$ cat config.mk
export PLATFORM = sky130hd
export DESIGN_NAME = ram_stream_ctrl
export DESIGN_NICKNAME = d
export VERILOG_FILES = /design/src/rtl/ram_stream_pkg.sv /design/src/rtl/ram_stream_addr_gen.sv /design/src/rtl/ram_stream_ctrl.sv
export SDC_FILE = /design/constraint.sdc
export NUM_CORES = 1
export LEC_CHECK = 0
export BUFFER_PORTS_ARGS = -buffer_cell sky130_fd_sc_hd__buf_2
export CORE_UTILIZATION = 43
export CTS_BUF_LIST = sky130_fd_sc_hd__clkbuf_8
export DETAILED_ROUTE_END_ITERATION = 10
export PLACE_DENSITY = 0.88
export SLEW_MARGIN = 20
export SYNTH_ARGS = -nofsm -noshare
export SYNTH_HDL_FRONTEND = slang
export SYNTH_SLANG_ARGS = --single-unit
$ cat constraint.sdc
create_clock -name clk -period 4.15 [get_ports clk]
set_input_delay 0.415 -clock clk [delete_from_list [all_inputs] [get_ports clk]]
set_output_delay 0.415 -clock clk [all_outputs]
set_load 0.02 [all_outputs]
$ cat src/rtl/ram_stream_pkg.sv
// ram_stream_pkg
//   Shared definitions for the RAM stream controller:
//   - default data / address widths
//   - MAX_LEN, the largest transfer the default configuration can address
//   - the controller state enum
package ram_stream_pkg;

    localparam int DEF_DATA_W = 16;
    localparam int DEF_ADDR_W = 6;
    localparam int MAX_LEN    = 1 << DEF_ADDR_W;

    typedef enum logic [1:0] {
        ST_IDLE  = 2'd0,
        ST_WRITE = 2'd1,
        ST_READ  = 2'd2,
        ST_DONE  = 2'd3
    } state_e;

endpackage

$ cat src/rtl/ram_stream_addr_gen.sv
// ram_stream_addr_gen
//   Address / word-count generator for one streaming transfer.
//   Ports:
//     clk, rst_n  clock, asynchronous active-low reset
//     load        capture base and count (takes priority over step)
//     base        first address of the transfer
//     count       number of words (already clamped by the caller)
//     step        one beat completed: advance address, decrement count
//     addr        current RAM address (wraps modulo 2^ADDR_W)
//     cnt         words still to transfer
//     last        the current beat is the final one (cnt == 1)
module ram_stream_addr_gen #(
    parameter int ADDR_W = ram_stream_pkg::DEF_ADDR_W
) (
    input  logic              clk,
    input  logic              rst_n,
    input  logic              load,
    input  logic [ADDR_W-1:0] base,
    input  logic [ADDR_W:0]   count,
    input  logic              step,
    output logic [ADDR_W-1:0] addr,
    output logic [ADDR_W:0]   cnt,
    output logic              last
);

    logic [ADDR_W-1:0] addr_q, addr_d;
    logic [ADDR_W:0]   cnt_q,  cnt_d;

    always_comb begin
        addr_d = addr_q;
        cnt_d  = cnt_q;
        if (load) begin
            addr_d = base;
            cnt_d  = count;
        end else if (step) begin
            // Natural overflow of the ADDR_W-bit adder gives the wrap to 0.
            addr_d = addr_q + 1'b1;
            cnt_d  = cnt_q - 1'b1;
        end
    end

    always_ff @(posedge clk or negedge rst_n) begin
        if (!rst_n) begin
            addr_q <= '0;
            cnt_q  <= '0;
        end else begin
            addr_q <= addr_d;
            cnt_q  <= cnt_d;
        end
    end

    assign addr = addr_q;
    assign cnt  = cnt_q;
    assign last = (cnt_q == {{ADDR_W{1'b0}}, 1'b1});

endmodule

$ cat src/rtl/ram_stream_ctrl.sv
// ram_stream_ctrl
//   Streams words from s_* into a single-port RAM, or from the RAM out on m_*.
//   Optional feature macro: RAM_STREAM_CHECKSUM_EN (running sum of the words
//   of each transfer on checksum; tied to 0 when undefined).
//   Ports:
//     clk, rst_n            clock, asynchronous active-low reset
//     start_wr, start_rd    one-cycle start requests (write wins if both)
//     base_addr, length     transfer start address and word count (0..64,
//                           larger values clamp to 64), sampled at start
//     s_data/s_valid/s_ready  write stream in
//     m_data/m_valid/m_ready  read stream out
//     busy, done            transfer active / one-cycle end pulse
//     ram_address/ram_in/ram_load  RAM port; ram_out is combinational read data
//     checksum              transfer checksum
//     dbg_state             current FSM state (ram_stream_pkg::state_e encoding)
//
//   Handshake: a beat happens in a cycle where valid && ready are both high at
//   the rising edge. The producer holds data stable while valid is high and
//   ready is low; s_ready is high for the whole WRITE state and m_valid is high
//   for the whole READ state, so a beat can occur on every cycle.
module ram_stream_ctrl
    import ram_stream_pkg::*;
#(
    parameter int DATA_W = DEF_DATA_W,
    parameter int ADDR_W = DEF_ADDR_W
) (
    input  logic              clk,
    input  logic              rst_n,
    input  logic              start_wr,
    input  logic              start_rd,
    input  logic [ADDR_W-1:0] base_addr,
    input  logic [ADDR_W:0]   length,
    input  logic [DATA_W-1:0] s_data,
    input  logic              s_valid,
    output logic              s_ready,
    output logic [DATA_W-1:0] m_data,
    output logic              m_valid,
    input  logic              m_ready,
    output logic              busy,
    output logic              done,
    output logic [ADDR_W-1:0] ram_address,
    output logic [DATA_W-1:0] ram_in,
    output logic              ram_load,
    input  logic [DATA_W-1:0] ram_out,
    output logic [DATA_W-1:0] checksum,
    output logic [1:0]        dbg_state
);

    // Largest transfer: one pass over the whole RAM.
    localparam logic [ADDR_W:0] LEN_MAX = {1'b1, {ADDR_W{1'b0}}};

    state_e state_q, state_d;

    logic              load;
    logic              step;
    logic [ADDR_W:0]   len_c;
    logic [ADDR_W-1:0] addr;
    logic [ADDR_W:0]   cnt;
    logic              last;

    assign len_c = (length > LEN_MAX) ? LEN_MAX : length;

    ram_stream_addr_gen #(
        .ADDR_W (ADDR_W)
    ) u_addr_gen (
        .clk   (clk),
        .rst_n (rst_n),
        .load  (load),
        .base  (base_addr),
        .count (len_c),
        .step  (step),
        .addr  (addr),
        .cnt   (cnt),
        .last  (last)
    );

    always_comb begin
        state_d     = state_q;
        load        = 1'b0;
        step        = 1'b0;
        s_ready     = 1'b0;
        m_valid     = 1'b0;
        m_data      = '0;
        ram_load    = 1'b0;
        ram_in      = '0;
        ram_address = '0;
        busy        = 1'b0;
        done        = 1'b0;
        unique case (state_q)
            ST_IDLE: begin
                if (start_wr || start_rd) begin
                    load = 1'b1;
                    if (len_c == '0) begin
                        // Empty transfer: finish without touching the RAM.
                        state_d = ST_DONE;
                    end else if (start_wr) begin
                        state_d = ST_WRITE;
                    end else begin
                        state_d = ST_READ;
                    end
                end
            end
            ST_WRITE: begin
                busy        = 1'b1;
                s_ready     = 1'b1;
                ram_address = addr;
                if (s_valid) begin
                    ram_load = 1'b1;
                    ram_in   = s_data;
                    step     = 1'b1;
                    if (last) begin
                        state_d = ST_DONE;
                    end
                end
            end
            ST_READ: begin
                busy        = 1'b1;
                m_valid     = 1'b1;
                ram_address = addr;
                // Address only moves on a beat, so m_data holds while stalled.
                m_data      = ram_out;
                if (m_ready) begin
                    step = 1'b1;
                    if (last) begin
                        state_d = ST_DONE;
                    end
                end
            end
            ST_DONE: begin
                done    = 1'b1;
                state_d = ST_IDLE;
            end
            default: begin
                state_d = ST_IDLE;
            end
        endcase
    end

    always_ff @(posedge clk or negedge rst_n) begin
        if (!rst_n) begin
            state_q <= ST_IDLE;
        end else begin
            state_q <= state_d;
        end
    end

    assign dbg_state = state_q;

`ifdef RAM_STREAM_CHECKSUM_EN
    logic [DATA_W-1:0] csum_q, csum_d;
    logic [DATA_W-1:0] beat_data;

    assign beat_data = (state_q == ST_READ) ? ram_out : s_data;

    always_comb begin
        csum_d = csum_q;
        if (load) begin
            csum_d = '0;
        end else if (step) begin
            csum_d = csum_q + beat_data;
        end
    end

    always_ff @(posedge clk or negedge rst_n) begin
        if (!rst_n) begin
            csum_q <= '0;
        end else begin
            csum_q <= csum_d;
        end
    end

    assign checksum = csum_q;
`else
    assign checksum = '0;
`endif

endmodule

== Word-level counts from Yosys, hierarchy flattened ==
Index checks and enable logic that the tools add are counted.

* Bits of input ports: 51
* Bits in registers: 15
* Output and inout bits: 61

* Equal/unequal tests: 7
* Reduce and logical (&&, ||, !) cells: 6
* Multiplexer cells: 26
* Order comparisons: 1
* Add/sub/neg operators: 2

{| class="wikitable"
|+ Operator list
! kind !! number
|-
| two-way mux 16 bit || 3
|-
| two-way mux 7 bit || 3
|-
| two-way mux 6 bit || 3
|-
| two-way mux 2 bit || 6
|-
| two-way mux 1 bit || 9
|-
| one-hot mux 2 bit (4 select lines) || 1
|-
| == test 7 x 1 -> 1 bit, second input constant || 1
|-
| > comparator 7 bit, second input constant || 1
|-
| logical NOT 7 bit || 1
|-
| subtractor 7 x 1 -> 7 bit, second input constant || 1
|-
| adder 6 x 1 -> 6 bit, second input constant || 1
|-
| inequality test 2 bit, second input constant || 3
|-
| == test 2 bit, second input constant || 2
|-
| AND reduction 3 bit || 1
|-
| == test 2 x 1 -> 1 bit, second input constant || 1
|-
| logical NOT 2 bit || 1
|-
| one-hot mux 1 bit (2 select lines) || 1
|-
| nonzero test 2 bit || 1
|-
| OR reduction 2 bit || 1
|-
| logical OR 1 bit || 1
|}

== Logic depth before layout (Yosys ltp) ==
Gate-level depths: netlist of run 1.

* Depth after elaboration: 6
* Gate-level depth with buffers: 7
* Depth with buffers taken out: 6

== By module ==
From an unflattened synthesis of run 1, not the netlist that was laid out.

* Cell total of the unflattened synthesis: 170
* Area total of the unflattened synthesis: 1366.3 um2

{| class="wikitable"
|+ Modules (own cells, without submodules)
! module !! area each (um2) !! instances !! cells each
|-
| ram_stream_addr_gen || 704.4 || 1 || 75
|-
| ram_stream_ctrl || 661.9 || 1 || 95
|}

== Least setup slack after synthesis of run 1 ==
OpenSTA, ideal clock, no wires.

* Path type: register to register
* Start point: reg state_q[0] (netlist: dbg_state[0])
* End point: reg u_addr_gen.cnt_q[1] (netlist: u_addr_gen.cnt[1])
* Data required time: 4074 ps
* Data arrival time: 1939 ps
* Cell stages (with the launch flop): 8
* Library setup time: 76 ps
* Clock period less this slack: 2016 ps
* Path slack: 2134 ps
* Path through: dfrtp_1 -> inv_1 -> ha_1 -> clkbuf_2 -> a22o_1 -> nand2_1 -> mux2_2 -> o21ai_1

* Longest elaborated chain between the ends: 3

{| class="wikitable"
|+ RTL lines
! item !! line !! text
|-
| start: declaration || ram_stream_ctrl.sv:52 || <nowiki>state_e state_q, state_d;</nowiki>
|-
| start signal: assignment || ram_stream_ctrl.sv:143 || <nowiki>state_q <= state_d;</nowiki>
|-
| == test 2 bit, or another cell as far along || ram_stream_ctrl.sv:89 || <nowiki>unique case (state_q)</nowiki>
|-
| one-hot mux 1 bit (2 select lines) / two-way mux 1 bit (equally long branches) || ram_stream_ctrl.sv:89 ||
|-
| nonzero test 2 bit (no source line) / two-way mux 7 bit (equally long branches) || -- ||
|-
| end signal: assignment || ram_stream_addr_gen.sv:48 || <nowiki>cnt_q <= cnt_d;</nowiki>
|-
| end: declaration || ram_stream_addr_gen.sv:27 || <nowiki>logic [ADDR_W:0] cnt_q, cnt_d;</nowiki>
|}

Parallel ways exist; a longest one is shown, timed or not.
A chain may end at the register's enable or synchronous reset.

== Worst setup path after layout of run 1 ==
* Start point: reg state_q[1] (netlist: dbg_state[1])
* End point: out ram_in[13]

* Longest elaborated chain between the ends: 2

{| class="wikitable"
|+ RTL lines
! item !! line !! text
|-
| == test 2 x 1 -> 1 bit || ram_stream_ctrl.sv:89 ||
|-
| two-way mux 16 bit || ram_stream_ctrl.sv:89 ||
|-
| end: declaration || ram_stream_ctrl.sv:42 || <nowiki>output logic [DATA_W-1:0] ram_in,</nowiki>
|}

Every way passes these cells.

==> impl_metrics.sql, run 1 <==
INSERT INTO impl_metrics (metric_group, metric, value, unit) VALUES
('yosys', 'ys_ff_latch', '15', ''),
('critical_path', 'crit_path_end_kind', 'output port', ''),
('critical_path', 'crit_path_max_fanout', '21', ''),
('yosys', 'synth.distinct_cells', '33', ''),
('yosys', 'synth_top_cell_area_share', '27.5', '%'),
('die', 'design.die.area', '3400', 'µm²'),
('critical_path', 'worst_reg_to_reg_setup_slack', '2.07', 'ns'),
('sta', 'hold_viol_final', '0', ''),
('clocking', 'cts_hold_buf', '0', ''),
('critical_path', 'max_stage_delay', '0.49', 'ns'),
('hold_path', 'timing.hold.worst.class', 'input pin to async pin', ''),
('critical_path', 'crit_path_cell_trace', 'inv_1, ha_1, and3_1, buf_2', ''),
('drt', 'drc', '0', ''),
('sta', 'max-slew-margin-rel', '51.3', '%'),
('sta', 'min_period_over_period', '50.3', '%'),
('critical_path', 'worst_setup_path_start_kind', 'flip-flop', ''),
('die', 'io_pins', '112', ''),
('sta', 'fmax', '479', 'MHz'),
('yosys', 'post_synth.cell_area_avg', '8.11', 'µm²'),
('power_and_ir_drop', 'p_leak', '1.07', 'nW'),
('clocking', 'postCtsResizedCells', '0', ''),
('clocking', 'cts.repair_timing.setup_buffer_count', '0', ''),
('placement', 'detailedPlacementHpwl', '2760', 'µm'),
('power_and_ir_drop', 'design_power_total', '1.28', 'mW'),
('run', 'timing.max_cap.violations', '0', ''),
('die', 'die_h', '58.3', 'µm'),
('clocking', 'cts_root_buf', 'sky130_fd_sc_hd__clkbuf_8', ''),
('global_routing', 'met2_usage', '37.6', '%'),
('clocking', 'cts_made_buffers', '3', ''),
('die', 'die_w', '58.3', 'µm'),
('critical_path', 'critPathRequiredTime', '3.73', 'ns'),
('drt', 'aggregate_routed_wire_length', '3390', 'µm'),
('drt', 'route.detailed.wl_per_inst', '11.3', 'µm'),
('global_routing', 'grt_busiest_layer', 'met2', ''),
('yosys', 'synthesized_area', '1360', 'µm²'),
('drt', 'drtPass1Iterations', '4', ''),
('sta', 'fin_setup_tns', '0', 'ns'),
('drt', 'detailroute.via_count', '1378', ''),
('global_routing', 'globalRouteMet1Util', '21.2', '%'),
('power_and_ir_drop', 'ir_drop', '274', 'µV'),
('critical_path', 'timing.critical_path.from', 'dbg_state[1]$_DFFE_PN0P_', ''),
('clocking', 'path_clk_slew', '0.07', 'ns'),
('finish', 'final_cell_area', '1840', 'µm²'),
('sta', 'worstMarginPinSlew', '0.727', 'ns'),
('finish', 'post_route_cells_drive_above_1_share', '39.7', '%'),
('clocking', 'clkLatencyLatePin', '0.25', 'ns'),
('global_routing', 'grt_max_degree', '23', ''),
('finish', 'layout.cells.most_common_list', '95 x sky130_fd_sc_hd__buf_2, 23 x sky130_fd_sc_hd__and2_1, 17 x sky130_fd_sc_hd__and3_1', ''),
('finish', 'fillers', '293', ''),
('critical_path', 'setup.worst_path.class', 'flip-flop to output port', ''),
('global_routing', 'overflow', '0', ''),
('critical_path', 'setup.worst_path.end', 'ram_in[13]', ''),
('sta', 'setup_viol', '0', ''),
('die', 'initial_utilization', '45.0', '%'),
('sta', 'unrepaired_setup_endpoints_after_global_routing', 'false', ''),
('clocking', 'htree_num_levels', '1', ''),
('drt', 'vias_per_cell', '4.58', ''),
('placement', 'placed_cell_area', '1790', 'µm²'),
('die', 'fp.coreArea', '3030', 'µm²'),
('placement', 'gp_routability_congestion', '0.795', ''),
('finish', 'antennaDiodeCount', '0', ''),
('finish', 'layout.cells.most_common', 'sky130_fd_sc_hd__buf_2', ''),
('critical_path', 'timing.rr.start', 'dbg_state[1]$_DFFE_PN0P_', ''),
('sta', 'final_critical_period', '2.09', 'ns'),
('run_status', 'outcome', 'finished clean', ''),
('yosys', 'synth.largest_area_cell', 'sky130_fd_sc_hd__dfrtp_1', ''),
('critical_path', 'reg2reg_to', 'u_addr_gen.cnt[1]$_DFFE_PN0P_', ''),
('finish', 'nets', '317', ''),
('yosys', 'netlist_top_cells_area', 'sky130_fd_sc_hd__dfrtp_1 28%, sky130_fd_sc_hd__and2_1 11%, sky130_fd_sc_hd__buf_4 8.8%, sky130_fd_sc_hd__and3_1 7.8%, sky130_fd_sc_hd__ha_1 7.3%', ''),
('critical_path', 'critPathArrivalTime', '1.67', 'ns'),
('finish', 'area_growth', '34.9', '%');
cell type report:
cell class	count	area, µm²	area share [%]
well taps	44	55.1	3.00
flip-flops and latches	15	375	20.4
multi-input cells	135	856	46.6
repair buffers	95	475	25.9
clock buffers	3	41.3	2.25
clock inverters	1	5.00	0.272
inverters	8	30.0	1.63
cell usage after synthesis, drive strengths merged:
cell type  count
mux2i          1
nor4           3
a22oi          1
a31oi          2
nor2b          1
a22o           1
o21ai         12
mux2           3
nand3b         1
dfrtp         15
nor2           6
xnor2          5
inv            8
clkbuf         9
nor3           2
buf           16
xor2           6
nand4          2
and3          17
a21oi          3
a221o          1
nand2         11
nand3          8
conb           1
ha             8
nor4b          1
o22ai          1
and2          23
metal layers:
metal | part of all wire [%] | wire, µm
met1 | 39 | 1320
met2 | 51 | 1720
met3 | 7.8 | 266
met4 | 2.5 | 85
met5 | 0 | 0
state kept, by name (all words and copies together), names as in the netlist:
register / count
u_addr_gen.cnt: 7
u_addr_gen.addr: 6
dbg_state: 2
power by group:
group / internal [mW] / switching, mW / total, mW
Clock: 0.0665 / 0.0541 / 0.121
Combinational: 0.338 / 0.524 / 0.862
Sequential: 0.220 / 0.0755 / 0.296
Total: 0.625 / 0.654 / 1.28
worst min-delay path by stage:
stage,from,end,cells after the start
after floorplan,rst_n,dbg_state[0]$_DFFE_PN0P_,0
after global placement,rst_n,u_addr_gen.addr[1]$_DFFE_PN0P_,1
after detailed placement,rst_n,u_addr_gen.addr[1]$_DFFE_PN0P_,1
after CTS,rst_n,u_addr_gen.addr[1]$_DFFE_PN0P_,1
after global routing,rst_n,u_addr_gen.addr[1]$_DFFE_PN0P_,1
final,rst_n,u_addr_gen.addr[1]$_DFFE_PN0P_,1
cell families after synthesis:
logic type	after synthesis	share of synthesized area (%)
DFF	15	27.5
adders and majority gates	8	7.35
xor gates and xnor gates	11	7.07
other	1	0.275
muxes	4	3.21
and+or+nand+nor	75	31.8
buffers and inverters	33	14.0
AOI/OAI and AO/OA	21	8.82
through the flow:
step	hold slack [ns]	setup slack [ns]	std cells	utilization, %
floorplan	0.119	2.13	183	-
global placement	0.332	2.16	297	59.1
detailed placement	0.341	2.02	297	59.1
CTS	0.0685	2.03	301	60.6
global route	0.0795	1.84	301	60.7
finish	0.0523	2.06	301	60.7
worst max-delay path, delay by kind of cell, from the launching register on:
| family | cells | cell delay, ns |
|---|---|---|
| flip-flops | 1 | 0.41 |
| AND/OR/NAND/NOR | 1 | 0.23 |
| buffers and inverters | 2 | 0.28 |
| adder cells (fa/ha/maj) | 1 | 0.49 |
Note: power is estimated with default switching activity, not from simulation.
==> run 2, diff against run 1 <==
Settings changed: ABC_AREA from default to 1, PLACE_DENSITY 0.88 to 0.82.
Clock period 4.15 ns to 2.1 ns, I/O delays scaled along.
==> impl_metrics.sql, run 2 <==
INSERT INTO impl_metrics (metric_group, metric, value, unit) VALUES
('finish', 'layout.cells.most_common_list', '95 x sky130_fd_sc_hd__buf_2, 70 x sky130_fd_sc_hd__nand2_1, 64 x sky130_fd_sc_hd__inv_1', ''),
('clocking', 'htree_num_levels', '1', ''),
('clocking', 'cts_made_buffers', '3', ''),
('critical_path', 'critPathRequiredTime', '1.89', 'ns'),
('critical_path', 'worst_reg_to_reg_setup_slack', '0.32', 'ns'),
('clocking', 'path_clk_slew', '0.06', 'ns'),
('yosys', 'yosys.area_share.simple', '38.3', '%'),
('global_routing', 'grt_antenna_before_repair', '0', ''),
('finish', 'fillers', '380', ''),
('die', 'design.die.area', '4100', 'µm²'),
('drt', 'vias_per_cell', '4.37', ''),
('sta', 'maxSlewViolCount', '0', ''),
('die', 'initial_utilization', '44.9', '%'),
('critical_path', 'crit_path_max_fanout', '10', ''),
('placement', 'placed_insts', '407', ''),
('power_and_ir_drop', 'power_switching', '1.65', 'mW'),
('finish', 'layout.cells.most_common', 'sky130_fd_sc_hd__buf_2', ''),
('drt', 'route.detailed.wl_per_inst', '9.78', 'µm'),
('yosys', 'async_set_or_reset_register_ratio_after_synthesis', '100', '%'),
('power_and_ir_drop', 'power.share.clock', '7.9', '%'),
('placement', 'port_buffers', '95', ''),
('yosys', 'synth_edf_count', '0', ''),
('drt', 'aggregate_routed_wire_length', '4030', 'µm'),
('yosys', 'yosys.area_share.xor_xnor', '1.06', '%'),
('die', 'die_w', '64.0', 'µm'),
('critical_path', 'number_of_cell_instances_on_the_worst_register_to_register_path', '10', ''),
('power_and_ir_drop', 'power.share.sequential', '19.8', '%'),
('global_routing', 'overflow', '0', ''),
('power_and_ir_drop', 'combPwrFrac', '72.3', '%'),
('yosys', 'synth-compound-area-share', '5.59', '%'),
('yosys', 'synth_cells', '271', ''),
('sta', 'hold-worst-slack', '0.183', 'ns'),
('yosys', 'post_synth.cell_area_avg', '6.11', 'µm²'),
('sta', 'fmax', '530', 'MHz'),
('run_status', 'outcome', 'finished clean', ''),
('yosys', 'synth_top_cell_area_share', '22.7', '%'),
('drt', 'drtPass1Iterations', '4', ''),
('sta', 'unrepaired_setup_endpoints_after_global_routing', 'false', ''),
('sta', 'final_critical_period', '1.89', 'ns'),
('power_and_ir_drop', 'ir_drop', '814', 'µV'),
('sta', 'min_period_over_period', '89.9', '%'),
('yosys', 'synthMostInstantiatedCell', 'sky130_fd_sc_hd__nand2_1', ''),
('yosys', 'main_flop_type_after_synthesis', 'sky130_fd_sc_hd__dfrtp_1', ''),
('drt', 'detailroute.via_count', '1801', ''),
('yosys', 'synth.distinct_cells', '30', ''),
('clocking', 'tritoncts', 'yes', ''),
('critical_path', 'crit_path_end_kind', 'output port', ''),
('clocking', 'cts_root_buf', 'sky130_fd_sc_hd__clkbuf_8', ''),
('clocking', 'cts_num_sinks', '15', ''),
('hold_path', 'timing.hold.worst.class', 'input pin to flip-flop', ''),
('yosys', 'synth.largest_area_cell', 'sky130_fd_sc_hd__dfrtp_1', ''),
('power_and_ir_drop', 'powerDensity', '1380', 'nW/µm²'),
('power_and_ir_drop', 'p_leak', '1.50', 'nW'),
('sta', 'fin_setup_tns', '0', 'ns'),
('yosys', 'synth.top_cells.by_count', '70 x sky130_fd_sc_hd__nand2_1, 64 x sky130_fd_sc_hd__inv_1, 42 x sky130_fd_sc_hd__nor2_1, 19 x sky130_fd_sc_hd__buf_4, 17 x sky130_fd_sc_hd__nand3_1', ''),
('yosys', 'synthesized_area', '1660', 'µm²'),
('die', 'io_pins', '112', ''),
('drt', 'initialDrtViolationCount', '63', ''),
('sta', 'final_setup_skew', '0.00539', 'ns'),
('finish', 'nets', '424', ''),
('finish', 'post_route_cells_drive_above_1_share', '31.3', '%'),
('yosys', 'synth_top_family_by_area', 'simple AND/OR/NAND/NOR gates', ''),
('finish', 'largest_register_ffs', '7', ''),
('die', 'fp.coreArea', '3690', 'µm²'),
('finish', 'layoutNonFillerInstCount', '412', ''),
('yosys', 'synth_sequential_area_ratio', '22.7', '%'),
('placement', 'detailedPlacementHpwl', '3330', 'µm'),
('sta', 'setup_viol', '0', ''),
('sta', 'hold_viol_final', '0', ''),
('run', 'timing.max_cap.violations', '0', ''),
('clocking', 'postCtsResizedCells', '0', ''),
('critical_path', 'setup.worst_path.class', 'flip-flop to output port', ''),
('global_routing', 'grt_resource_usage_total', '19.8', '%'),
('drt', 'antenna_violating_nets_post_route', '0', ''),
('global_routing', 'via_count_of_the_first_global_routing_pass', '1575', ''),
('global_routing', 'grt_pass1_wl', '6420', 'µm'),
('critical_path', 'critPathArrivalTime', '1.68', 'ns'),
('power_and_ir_drop', 'switching_share_of_power', '56.1', '%'),
('yosys', 'netlist_top_cells_area', 'sky130_fd_sc_hd__dfrtp_1 23%, sky130_fd_sc_hd__nand2_1 16%, sky130_fd_sc_hd__inv_1 15%, sky130_fd_sc_hd__nor2_1 9.5%, sky130_fd_sc_hd__buf_4 8.6%', ''),
('clocking', 'cts-root-to-sink-buffers', '2', ''),
('yosys', 'yosys_warnings', '0', ''),
('yosys', 'ys_ff_latch', '15', ''),
('yosys', 'post_synthesis_share_of_cell_area_spent_on_full_adders_half_adders_and_majority_gates', '6.05', '%'),
('drt', 'drc', '0', ''),
('hold_path', 'cell_depth_of_the_worst_hold_path', '3', ''),
('clocking', 'clkLatencyLatePin', '0.25', 'ns'),
('finish', 'area_growth', '28.6', '%'),
('critical_path', 'worst_setup_path_start_kind', 'flip-flop', ''),
('global_routing', 'grt_max_degree', '19', ''),
('power_and_ir_drop', 'cellInternalPower', '1.30', 'mW'),
('die', 'die_h', '64.0', 'µm'),
('die', 'num_rows', '22', ''),
('yosys', 'synth.area.mux_share', '0', '%'),
('placement', 'gp_routability_congestion', '0.872', ''),
('finish', 'antennaDiodeCount', '0', '');
==> run 2: cell count changes after synthesis, sizes merged, moves of 7 or more <==
cell	delta
and3	-17
nor2	+38
nand2	+66
nand3	+9
inv	+58
and2	-23
clkbuf	-7
==> run 2: cell type report <==
class	count	area, µm²	share of cell area [%]
Inverter	66	250	11.8
Clock inverter	1	5.00	0.235
Timing Repair Buffer	97	493	23.1
Multi-Input combinational cell	182	905	42.5
Sequential cell	15	375	17.6
Clock buffer	3	41.3	1.94
Tap cell	48	60.1	2.82
==> run 2: stage by stage <==
step	power, mW	utilization [%]	setup WS (ns)	cell area, µm²
final	2.95	57.7	0.212	2130
after global routing	3.25	57.7	0.0352	2130
after CTS	2.97	57.7	0.202	2130
after detailed placement	2.72	56.2	0.332	2070
after global placement	2.66	56.2	0.421	2070
after floorplan	2.29	-	0.292	1710
==> run 2: what timing repair did <==
item,CTS,global route
buffers inserted,0,0
hold buffers,1,0
endpoints found under the hold margin,15,0
==> run 2: final timing paths <==
kind / start / endpoint
hold reg to reg: u_addr_gen.cnt[1]$_DFFE_PN0P_ / u_addr_gen.cnt[1]$_DFFE_PN0P_
hold / removal: base_addr[3] / u_addr_gen.addr[3]$_DFFE_PN0P_
setup / recovery: dbg_state[0]$_DFFE_PN0P_ / ram_address[0]
max in group asynchronous: rst_n / u_addr_gen.cnt[0]$_DFFE_PN0P_
min in group asynchronous: rst_n / u_addr_gen.addr[3]$_DFFE_PN0P_
setup reg to reg: dbg_state[1]$_DFFE_PN0P_ / u_addr_gen.cnt[4]$_DFFE_PN0P_
==> run 2: critical path: stages, from the launching register on <==
cell and delay [ns]:
sky130_fd_sc_hd__dfrtp_1 0.41, sky130_fd_sc_hd__inv_1 0.10, sky130_fd_sc_hd__ha_1 0.59, sky130_fd_sc_hd__nand2_1 0.09, sky130_fd_sc_hd__inv_1 0.07, sky130_fd_sc_hd__buf_2 0.16
==> run 2: cells by family (layout without fill, tap and decap cells) <==
logic type | after synthesis | after routing
XOR/XNOR | 2 | 2
AO/OA/AOI/OAI | 14 | 14
adder cells (fa/ha/maj) | 8 | 8
other | 1 | 16
flip-flops | 15 | 15
buffers and inverters | 89 | 167
AND/OR/NAND/NOR | 142 | 142
==> run 2: power by group through the flow <==
| stage | Clock [mW] | Combinational [mW] | Sequential (mW) |
|---|---|---|---|
| after floorplan | 0 | 1.71 | 0.577 |
| after global placement | 0 | 2.08 | 0.577 |
| after detailed placement | 0 | 2.13 | 0.588 |
| after CTS | 0.237 | 2.15 | 0.584 |
| after global routing | 0.259 | 2.37 | 0.614 |
| final | 0.234 | 2.13 | 0.584 |
==> run 2: per-layer routing <==
metal	up-vias	share of wire, %	routed length, µm	GRT usage [%]
li1	937	-	-	-
met1	780	38	1550	20.3
met2	80	53	2140	39.9
met3	4	7.9	317	4.82
met4	0	0.70	28	3.41
met5	-	0	0	0
